## src/rtl/hilo_muldiv_unit_pkg.sv

```systemverilog
// mips_muldiv_pkg: shared op encodings, FSM states and default width for the HI/LO mul/div unit
package mips_muldiv_pkg;
   localparam logic [1:0] OP_MULT  = 2'b00;
   localparam logic [1:0] OP_MULTU = 2'b01;
   localparam logic [1:0] OP_DIV   = 2'b10;
   localparam logic [1:0] OP_DIVU  = 2'b11;
   localparam int WIDTH_DEF = 32;
   typedef enum logic [1:0] {IDLE, CALC, FIX} state_t;
endpackage

```

## src/rtl/hilo_muldiv_unit_if.sv

```systemverilog
// hilo_muldiv_unit_if: controller-side request/result bundle of the HI/LO mul/div unit
interface hilo_muldiv_unit_if #(parameter int WIDTH = 32);
   logic             start;
   logic [1:0]       op;
   logic [WIDTH-1:0] a;
   logic [WIDTH-1:0] b;
   logic             mthi;
   logic             mtlo;
   logic [WIDTH-1:0] wdata;
   logic             busy;
   logic             done;
   logic             div_by_zero;
   logic [WIDTH-1:0] hi;
   logic [WIDTH-1:0] lo;
   modport master (output start, op, a, b, mthi, mtlo, wdata,
                   input  busy, done, div_by_zero, hi, lo);
   modport slave  (input  start, op, a, b, mthi, mtlo, wdata,
                   output busy, done, div_by_zero, hi, lo);
endinterface

```

## src/rtl/hilo_muldiv_unit_step.sv

```systemverilog
// muldiv_step: one radix-2 iteration, shift-add multiply or restoring-divide step
module muldiv_step #(
   parameter int WIDTH = 32
) (
   input  logic               is_div,
   input  logic [2*WIDTH-1:0] acc_i,
   input  logic [WIDTH-1:0]   opnd,
   output logic [2*WIDTH-1:0] acc_o
);
   logic [WIDTH:0] sum;
   logic [WIDTH:0] rsh;
   logic [WIDTH:0] diff;
   // multiply: acc = {partial product, remaining multiplier bits}; add when the low bit is set, then shift right
   assign sum  = {1'b0, acc_i[2*WIDTH-1:WIDTH]} + (acc_i[0] ? {1'b0, opnd} : '0);
   // divide: acc = {remainder, remaining dividend bits}; shift left one bit and try to subtract the divisor
   assign rsh  = acc_i[2*WIDTH-1:WIDTH-1];
   assign diff = rsh - {1'b0, opnd};
   assign acc_o = !is_div    ? {sum, acc_i[WIDTH-1:1]} :
                  diff[WIDTH] ? {rsh[WIDTH-1:0], acc_i[WIDTH-2:0], 1'b0} :
                                {diff[WIDTH-1:0], acc_i[WIDTH-2:0], 1'b1};
endmodule

```

## src/rtl/hilo_muldiv_unit.sv

```systemverilog
// hilo_muldiv_unit: multi-cycle mult/div engine owning the architectural HI/LO registers
module hilo_muldiv_unit
   import mips_muldiv_pkg::*;
#(
   parameter int WIDTH = WIDTH_DEF,
   parameter int CNT_W = 6
) (
   input  logic           clk,
   input  logic           rst,
   hilo_muldiv_unit_if.slave bus
);
   state_t               state_q, state_d;
   logic [CNT_W-1:0]     cnt_q, cnt_d;
   logic                 is_div_q, is_div_d;
   logic                 dz_q, dz_d;
   logic                 neg_lo_q, neg_lo_d;
   logic                 neg_hi_q, neg_hi_d;
   logic [WIDTH-1:0]     opnd_q, opnd_d;
   logic [2*WIDTH-1:0]   acc_q, acc_d;
   logic [WIDTH-1:0]     hi_q, hi_d;
   logic [WIDTH-1:0]     lo_q, lo_d;
   logic                 done_q, done_d;
   logic                 div_by_zero_q, div_by_zero_d;
   logic                 sa, sb, dz;
   logic [WIDTH-1:0]     mag_a, mag_b;
   logic [2*WIDTH-1:0]   step_acc, prod;
   logic [WIDTH-1:0]     acc_hi, acc_lo;
   assign sa    = (bus.op == OP_MULT || bus.op == OP_DIV) && bus.a[WIDTH-1];
   assign sb    = (bus.op == OP_MULT || bus.op == OP_DIV) && bus.b[WIDTH-1];
   assign mag_a = sa ? -bus.a : bus.a;
   assign mag_b = sb ? -bus.b : bus.b;
   assign dz    = bus.op[1] && bus.b == '0;
   assign acc_hi = acc_q[2*WIDTH-1:WIDTH];
   assign acc_lo = acc_q[WIDTH-1:0];
   assign prod   = neg_lo_q ? -acc_q : acc_q;
   muldiv_step #(.WIDTH(WIDTH)) u_step (
      .is_div (is_div_q),
      .acc_i  (acc_q),
      .opnd   (opnd_q),
      .acc_o  (step_acc)
   );
   // next-state: accept requests in IDLE, iterate in CALC, sign-fix and publish HI/LO in FIX
   always_comb begin
      state_d       = state_q;
      cnt_d         = cnt_q;
      is_div_d      = is_div_q;
      dz_d          = dz_q;
      neg_lo_d      = neg_lo_q;
      neg_hi_d      = neg_hi_q;
      opnd_d        = opnd_q;
      acc_d         = acc_q;
      hi_d          = hi_q;
      lo_d          = lo_q;
      done_d        = 1'b0;
      div_by_zero_d = div_by_zero_q;
      case (state_q)
         IDLE: begin
            if (bus.start) begin
               state_d       = dz ? FIX : CALC;
               cnt_d         = '0;
               is_div_d      = bus.op[1];
               dz_d          = dz;
               neg_lo_d      = !dz && (sa ^ sb);
               neg_hi_d      = !dz && (bus.op[1] ? sa : sa ^ sb);
               opnd_d        = bus.op[1] ? mag_b : mag_a;
               acc_d         = dz ? {bus.a, {WIDTH{1'b1}}} : {{WIDTH{1'b0}}, bus.op[1] ? mag_a : mag_b};
               div_by_zero_d = 1'b0;
            end else begin
               hi_d = bus.mthi ? bus.wdata : hi_q;
               lo_d = bus.mtlo ? bus.wdata : lo_q;
            end
         end
         CALC: begin
            acc_d   = step_acc;
            cnt_d   = cnt_q + 1'b1;
            state_d = cnt_q == CNT_W'(WIDTH - 1) ? FIX : CALC;
         end
         FIX: begin
            hi_d          = is_div_q ? (neg_hi_q ? -acc_hi : acc_hi) : prod[2*WIDTH-1:WIDTH];
            lo_d          = is_div_q ? (neg_lo_q ? -acc_lo : acc_lo) : prod[WIDTH-1:0];
            done_d        = 1'b1;
            div_by_zero_d = dz_q;
            state_d       = IDLE;
         end
         default: state_d = IDLE;
      endcase
   end
   // state register with synchronous reset that aborts any operation in flight
   always_ff @(posedge clk) begin
      if (rst) begin
         state_q       <= IDLE;
         cnt_q         <= '0;
         is_div_q      <= 1'b0;
         dz_q          <= 1'b0;
         neg_lo_q      <= 1'b0;
         neg_hi_q      <= 1'b0;
         opnd_q        <= '0;
         acc_q         <= '0;
         hi_q          <= '0;
         lo_q          <= '0;
         done_q        <= 1'b0;
         div_by_zero_q <= 1'b0;
      end else begin
         state_q       <= state_d;
         cnt_q         <= cnt_d;
         is_div_q      <= is_div_d;
         dz_q          <= dz_d;
         neg_lo_q      <= neg_lo_d;
         neg_hi_q      <= neg_hi_d;
         opnd_q        <= opnd_d;
         acc_q         <= acc_d;
         hi_q          <= hi_d;
         lo_q          <= lo_d;
         done_q        <= done_d;
         div_by_zero_q <= div_by_zero_d;
      end
   end
   assign bus.busy        = state_q != IDLE;
   assign bus.done        = done_q;
   assign bus.div_by_zero = div_by_zero_q;
   assign bus.hi          = hi_q;
   assign bus.lo          = lo_q;
endmodule

```

## src/flat_wrapper.sv

```systemverilog
// flat-port wrapper written by rule: the top's interface ports become plain ports
module hilo_muldiv_unit_flat import mips_muldiv_pkg::*;
#(
   parameter int WIDTH = WIDTH_DEF,
   parameter int CNT_W = 6
)
  (clk, rst, bus_start, bus_op, bus_a, bus_b, bus_mthi, bus_mtlo, bus_wdata, bus_busy, bus_done, bus_div_by_zero, bus_hi, bus_lo);
  hilo_muldiv_unit_if #(.WIDTH(WIDTH)) bus_i ();
  input  logic clk;
  input  logic rst;
  input wire logic [$bits(bus_i.start)-1:0] bus_start;
  input wire logic [$bits(bus_i.op)-1:0] bus_op;
  input wire logic [$bits(bus_i.a)-1:0] bus_a;
  input wire logic [$bits(bus_i.b)-1:0] bus_b;
  input wire logic [$bits(bus_i.mthi)-1:0] bus_mthi;
  input wire logic [$bits(bus_i.mtlo)-1:0] bus_mtlo;
  input wire logic [$bits(bus_i.wdata)-1:0] bus_wdata;
  output wire logic [$bits(bus_i.busy)-1:0] bus_busy;
  output wire logic [$bits(bus_i.done)-1:0] bus_done;
  output wire logic [$bits(bus_i.div_by_zero)-1:0] bus_div_by_zero;
  output wire logic [$bits(bus_i.hi)-1:0] bus_hi;
  output wire logic [$bits(bus_i.lo)-1:0] bus_lo;
  assign bus_i.start = bus_start;
  assign bus_i.op = bus_op;
  assign bus_i.a = bus_a;
  assign bus_i.b = bus_b;
  assign bus_i.mthi = bus_mthi;
  assign bus_i.mtlo = bus_mtlo;
  assign bus_i.wdata = bus_wdata;
  assign bus_busy = bus_i.busy;
  assign bus_done = bus_i.done;
  assign bus_div_by_zero = bus_i.div_by_zero;
  assign bus_hi = bus_i.hi;
  assign bus_lo = bus_i.lo;
  hilo_muldiv_unit #(.WIDTH(WIDTH), .CNT_W(CNT_W)) u_core (.clk(clk), .rst(rst), .bus(bus_i));
endmodule
```

## config.mk

```make
export PLATFORM = sky130hd
export DESIGN_NAME = hilo_muldiv_unit_flat
export DESIGN_NICKNAME = d
export VERILOG_FILES = /design/src/rtl/hilo_muldiv_unit_pkg.sv /design/src/rtl/hilo_muldiv_unit_if.sv /design/src/rtl/hilo_muldiv_unit_step.sv /design/src/rtl/hilo_muldiv_unit.sv /design/src/flat_wrapper.sv
export SDC_FILE = /design/constraint.sdc
export NUM_CORES = 1
export LEC_CHECK = 0
export BUFFER_PORTS_ARGS = -buffer_cell sky130_fd_sc_hd__buf_4
export CORE_MARGIN = 1.5
export CORE_UTILIZATION = 35
export CTS_BUF_LIST = sky130_fd_sc_hd__clkbuf_2
export DETAILED_ROUTE_END_ITERATION = 10
export GPL_TIMING_DRIVEN = 1
export MAX_ROUTING_LAYER = met4
export SLEW_MARGIN = 0
export SYNTH_ARGS = -nofsm -noshare
export SYNTH_HDL_FRONTEND = slang
export SYNTH_SLANG_ARGS = --single-unit
```

## constraint.sdc

```tcl
create_clock -name clk -period 4.2 [get_ports clk]
set_input_delay 0.84 -clock clk [delete_from_list [all_inputs] [get_ports clk]]
set_output_delay 0.84 -clock clk [all_outputs]
set_load 0.005 [all_outputs]
```

==> results.md <==
* HP Start: bus_wdata[13]
* Max Clk Rate at 260 MHz
* Largest family of logic cells by synthesized area: compound AO/OA/AOI/OAI gates
* Largest net degree at the start of global routing at 81
* First-pass GRT wire length at 96500 um
* Worst-skew pair later-pin latency at 860 ps
* Grt ovf at 0
* Number of global-route vias before repair at 15.4k
* Xor and xnor fraction of the mapped netlist area at 10.0%
* DR vias at 16.4k
* Synthesized area per cell at 7.19 um^2
* Crit path arrival time at 4590 ps
* Hold Path End: u_core.bus.hi[13]
* Synth Flop Type: dfxtp_1
* Crit. End Element: flop
* Initial DRC count at 1582
* Max-Cap Viols at 0
* Final setup skew at 84.4 ps
* R2R depth at 13
* Drc violations at 0
* Clock Sinks at 174
* R2R Path Start: u_core.acc_q[31]
* Reg2Reg Setup Slack at 350 ps
* CTS buffer count at 17
* Leakage at 7.01 nW
* IO Port Bufs at 169
* Placer Congestion at 0.976
* Routed Antenna Nets at 0
* WHS Path Cells at 3
* Root buffer cell: clkbuf_2
* Headroom to the max-slew limit at 28.7%
* CTS hold repair buffers at 0
* Fin nets at 2370
* Chip width at 210 um
* Crit-path max FO at 23
* Minimum clock period at 3850 ps
* RSZ-0062 raised after global routing: false
* Fin. max-slew vios at 0
* Proportion of synthesized area in mux cells at 4.32%
* Die H at 210 um
* Cells after Synth at 2084
* Buf+Inv Stages, Crit Path at 2
* Number of flops mapped to enable cells by yosys at 0
* Post-CTS Setup Inserts at 0
* Synthesized flop and latch total at 174
* Cell Rows at 75
* Core area at 42000 um^2
* Drt first pass iters at 6
* Final WL at 65600 um
* Initial antenna violation count at 2
* Power Density at 315 nW/um^2
* CTS clk-pin slew, worst paths at 370 ps
* Boundary Pins at 170
* Synth Area in Simple Gates at 22.2%
* Initial core utilization at 35.6%
* Asr flop ratio synth at 0%
* Worst Tran Pin Value at 1070 ps
* Critical path class: flop to flop
* Leading cell types in the layout, fill and taps excluded: 284 x nor2_1, 235 x a21oi_1, 233 x buf_4
* Worst path max stage delay at 540 ps
* Setup Viol. Count Final at 0
* Post-Place Cell Area at 16900 um^2
* Crit path required time at 4940 ps
* CP delay by family, top: compound AO/OA/AOI/OAI gates
* Post-cts sizing count at 0
* Netlist cell types at 76
* Routed WL per cell at 23.9 um
* CTS tree: done
* Hold Violations, Final at 0
* Detailed placer's ending HPWL at 51800 um
* Area Growth Syn to Fin at 14.6%
* Most used cell, CP: a21oi_1
* Max IR drop VDD at 0.171 mV
* Fin Setup TNS at 0 ps
* Total track usage at 29.9%
* Compound-Gate Fraction of Synth Area at 29.0%
* Commonest non-fill, non-tap cell in the layout: nor2_1
* Tcrit/Tclk final at 91.6%
* Final Instance Area at 17200 um^2
* Register area share after synthesis at 23.3%
* Die ar. at 44000 um^2
* Setup crit start kind: flop
* Adder-cell area share of the yosys netlist at 6.03%
* Fillers at 4455
* RR Endpoint: u_core.acc_q[48]
* CP max-delay cell: dfxtp_1
* Number of H-tree levels at 4
* Netlist Area Pre-Place at 15000 um^2
* Synthesis Warnings at 0
* Mapped Nets at 2258
* Via/cell ratio at 5.97
* Min-Delay Path Class: primary input to flop
* Worst path cell trace: inv_1 > ha_1 > fa_1 > nand2b_1 > a21o_1 > a21oi_1 > o211a_1 > o31ai_1 > or3_1 > buf_12 > mux2_2 > a21oi_1 > nor4_1
* Share of layout cells above drive strength 1 at 15.1%
* Outcome: finished clean
* Max Buffers Root-to-Sink at 2
-- per-stage QoR --
stage / utilization, % / hold WS, ps / std cells / setup slack, ps / power, W
floorplan: - / 416 / 2084 / 969 / 0.00351
CTS: 40.8 / 180 / 2748 / 413 / 0.00538
detailed placement: 40.3 / 436 / 2716 / 228 / 0.00444
finish: 40.8 / 220 / 2750 / 354 / 0.00541
global placement: 40.3 / 429 / 2716 / 380 / 0.00443
global route: 40.8 / 149 / 2750 / 160 / 0.00571
-- state kept, by name (all words and copies together), names as in the netlist --
register and cells:
u_core.neg_lo_q 1, u_core.opnd_q 32, u_core.bus.div_by_zero 1, u_core.is_div_q 1, u_core.dz_q 1, u_core.acc_q 64
u_core.neg_hi_q 1, u_core.state_q 2, u_core.bus.done 1, u_core.bus.hi 32, u_core.cnt_q 6, u_core.bus.lo 32
-- worst min-delay path: stages --
cell,delay [ps]
buf_4,110
a32oi_1,80
o21ai_0,60
-- power breakdown --
part / switching, W / internal [W] / leakage, nW
Clock: 0.000757 / 0.000196 / 0.139
Sequential: 0.000184 / 0.00179 / 1.43
Combinational: 0.00153 / 0.000958 / 5.44
Total: 0.00247 / 0.00294 / 7.01
-- how the worst max path moves through the flow --
stage	from	depth (start not counted)	to
floorplan	bus_b[1]	12	u_core.acc_q[4]
global placement	bus_b[14]	9	u_core.acc_q[60]
detailed placement	bus_b[14]	9	u_core.acc_q[60]
CTS	u_core.acc_q[31]	13	u_core.acc_q[48]
global route	u_core.acc_q[31]	13	u_core.acc_q[49]
finish	u_core.acc_q[31]	13	u_core.acc_q[48]
-- cell usage after synthesis, types with 14 or more instances --
library cell    n  area share, %
nor2_1        285            7.1
a21oi_1       235            7.9
nand2_1       189            4.7
dfxtp_1       174             23
o21ai_0       143            4.8
clkbuf_1      122            3.1
xor2_1         95            5.6
xnor2_1        76            4.4
ha_1           69            5.8
inv_1          63            1.6
nor3_1         50            1.7
a211oi_1       47            2.4
mux2i_1        41            2.7
nand3_1        28           0.94
a21o_1         25            1.3
o211ai_1       23            1.2
o22ai_1        23           0.96
o31ai_1        22            1.1
mux2_2         21            1.6
nor4_1         20           0.84
o41ai_1        19            1.1
a2111oi_0      17           0.99
a221oi_1       17           0.99
a31oi_1        17           0.71
nand2b_1       17           0.71
or3_1          17           0.71
nor2b_1        16           0.67
or2_2          15           0.63
and3_1         14           0.58
-- logic make-up after synthesis --
group / count (synthesis)
flip-flops: 174
AO/OA/AOI/OAI: 685
buffers and inverters: 206
AND/OR/NAND/NOR: 715
adder cells (fa/ha/maj): 71
XOR/XNOR: 171
multiplexers: 62
-- final cells by class --
class	instances	area [um^2]	share of cell area [%]
tap	539	674	3.93
clock buffer	18	90.1	0.525
inverter	64	240	1.40
multi-input combinational	1704	10700	62.6
timing repair buffer	235	1790	10.4
clock inverter	14	140	0.816
antenna	2	5.00	0.0292
sequential	174	3480	20.3
-- metal layers --
layer | wire length (um) | share of wire (%) | GRT usage, %
met5 | 0 | 0 | -
met4 | 2930 | 4.5 | 12.5
met3 | 4650 | 7.1 | 3.58
met2 | 29400 | 45 | 46.8
met1 | 28600 | 44 | 38.9
Power figures use the tool's default switching activity.
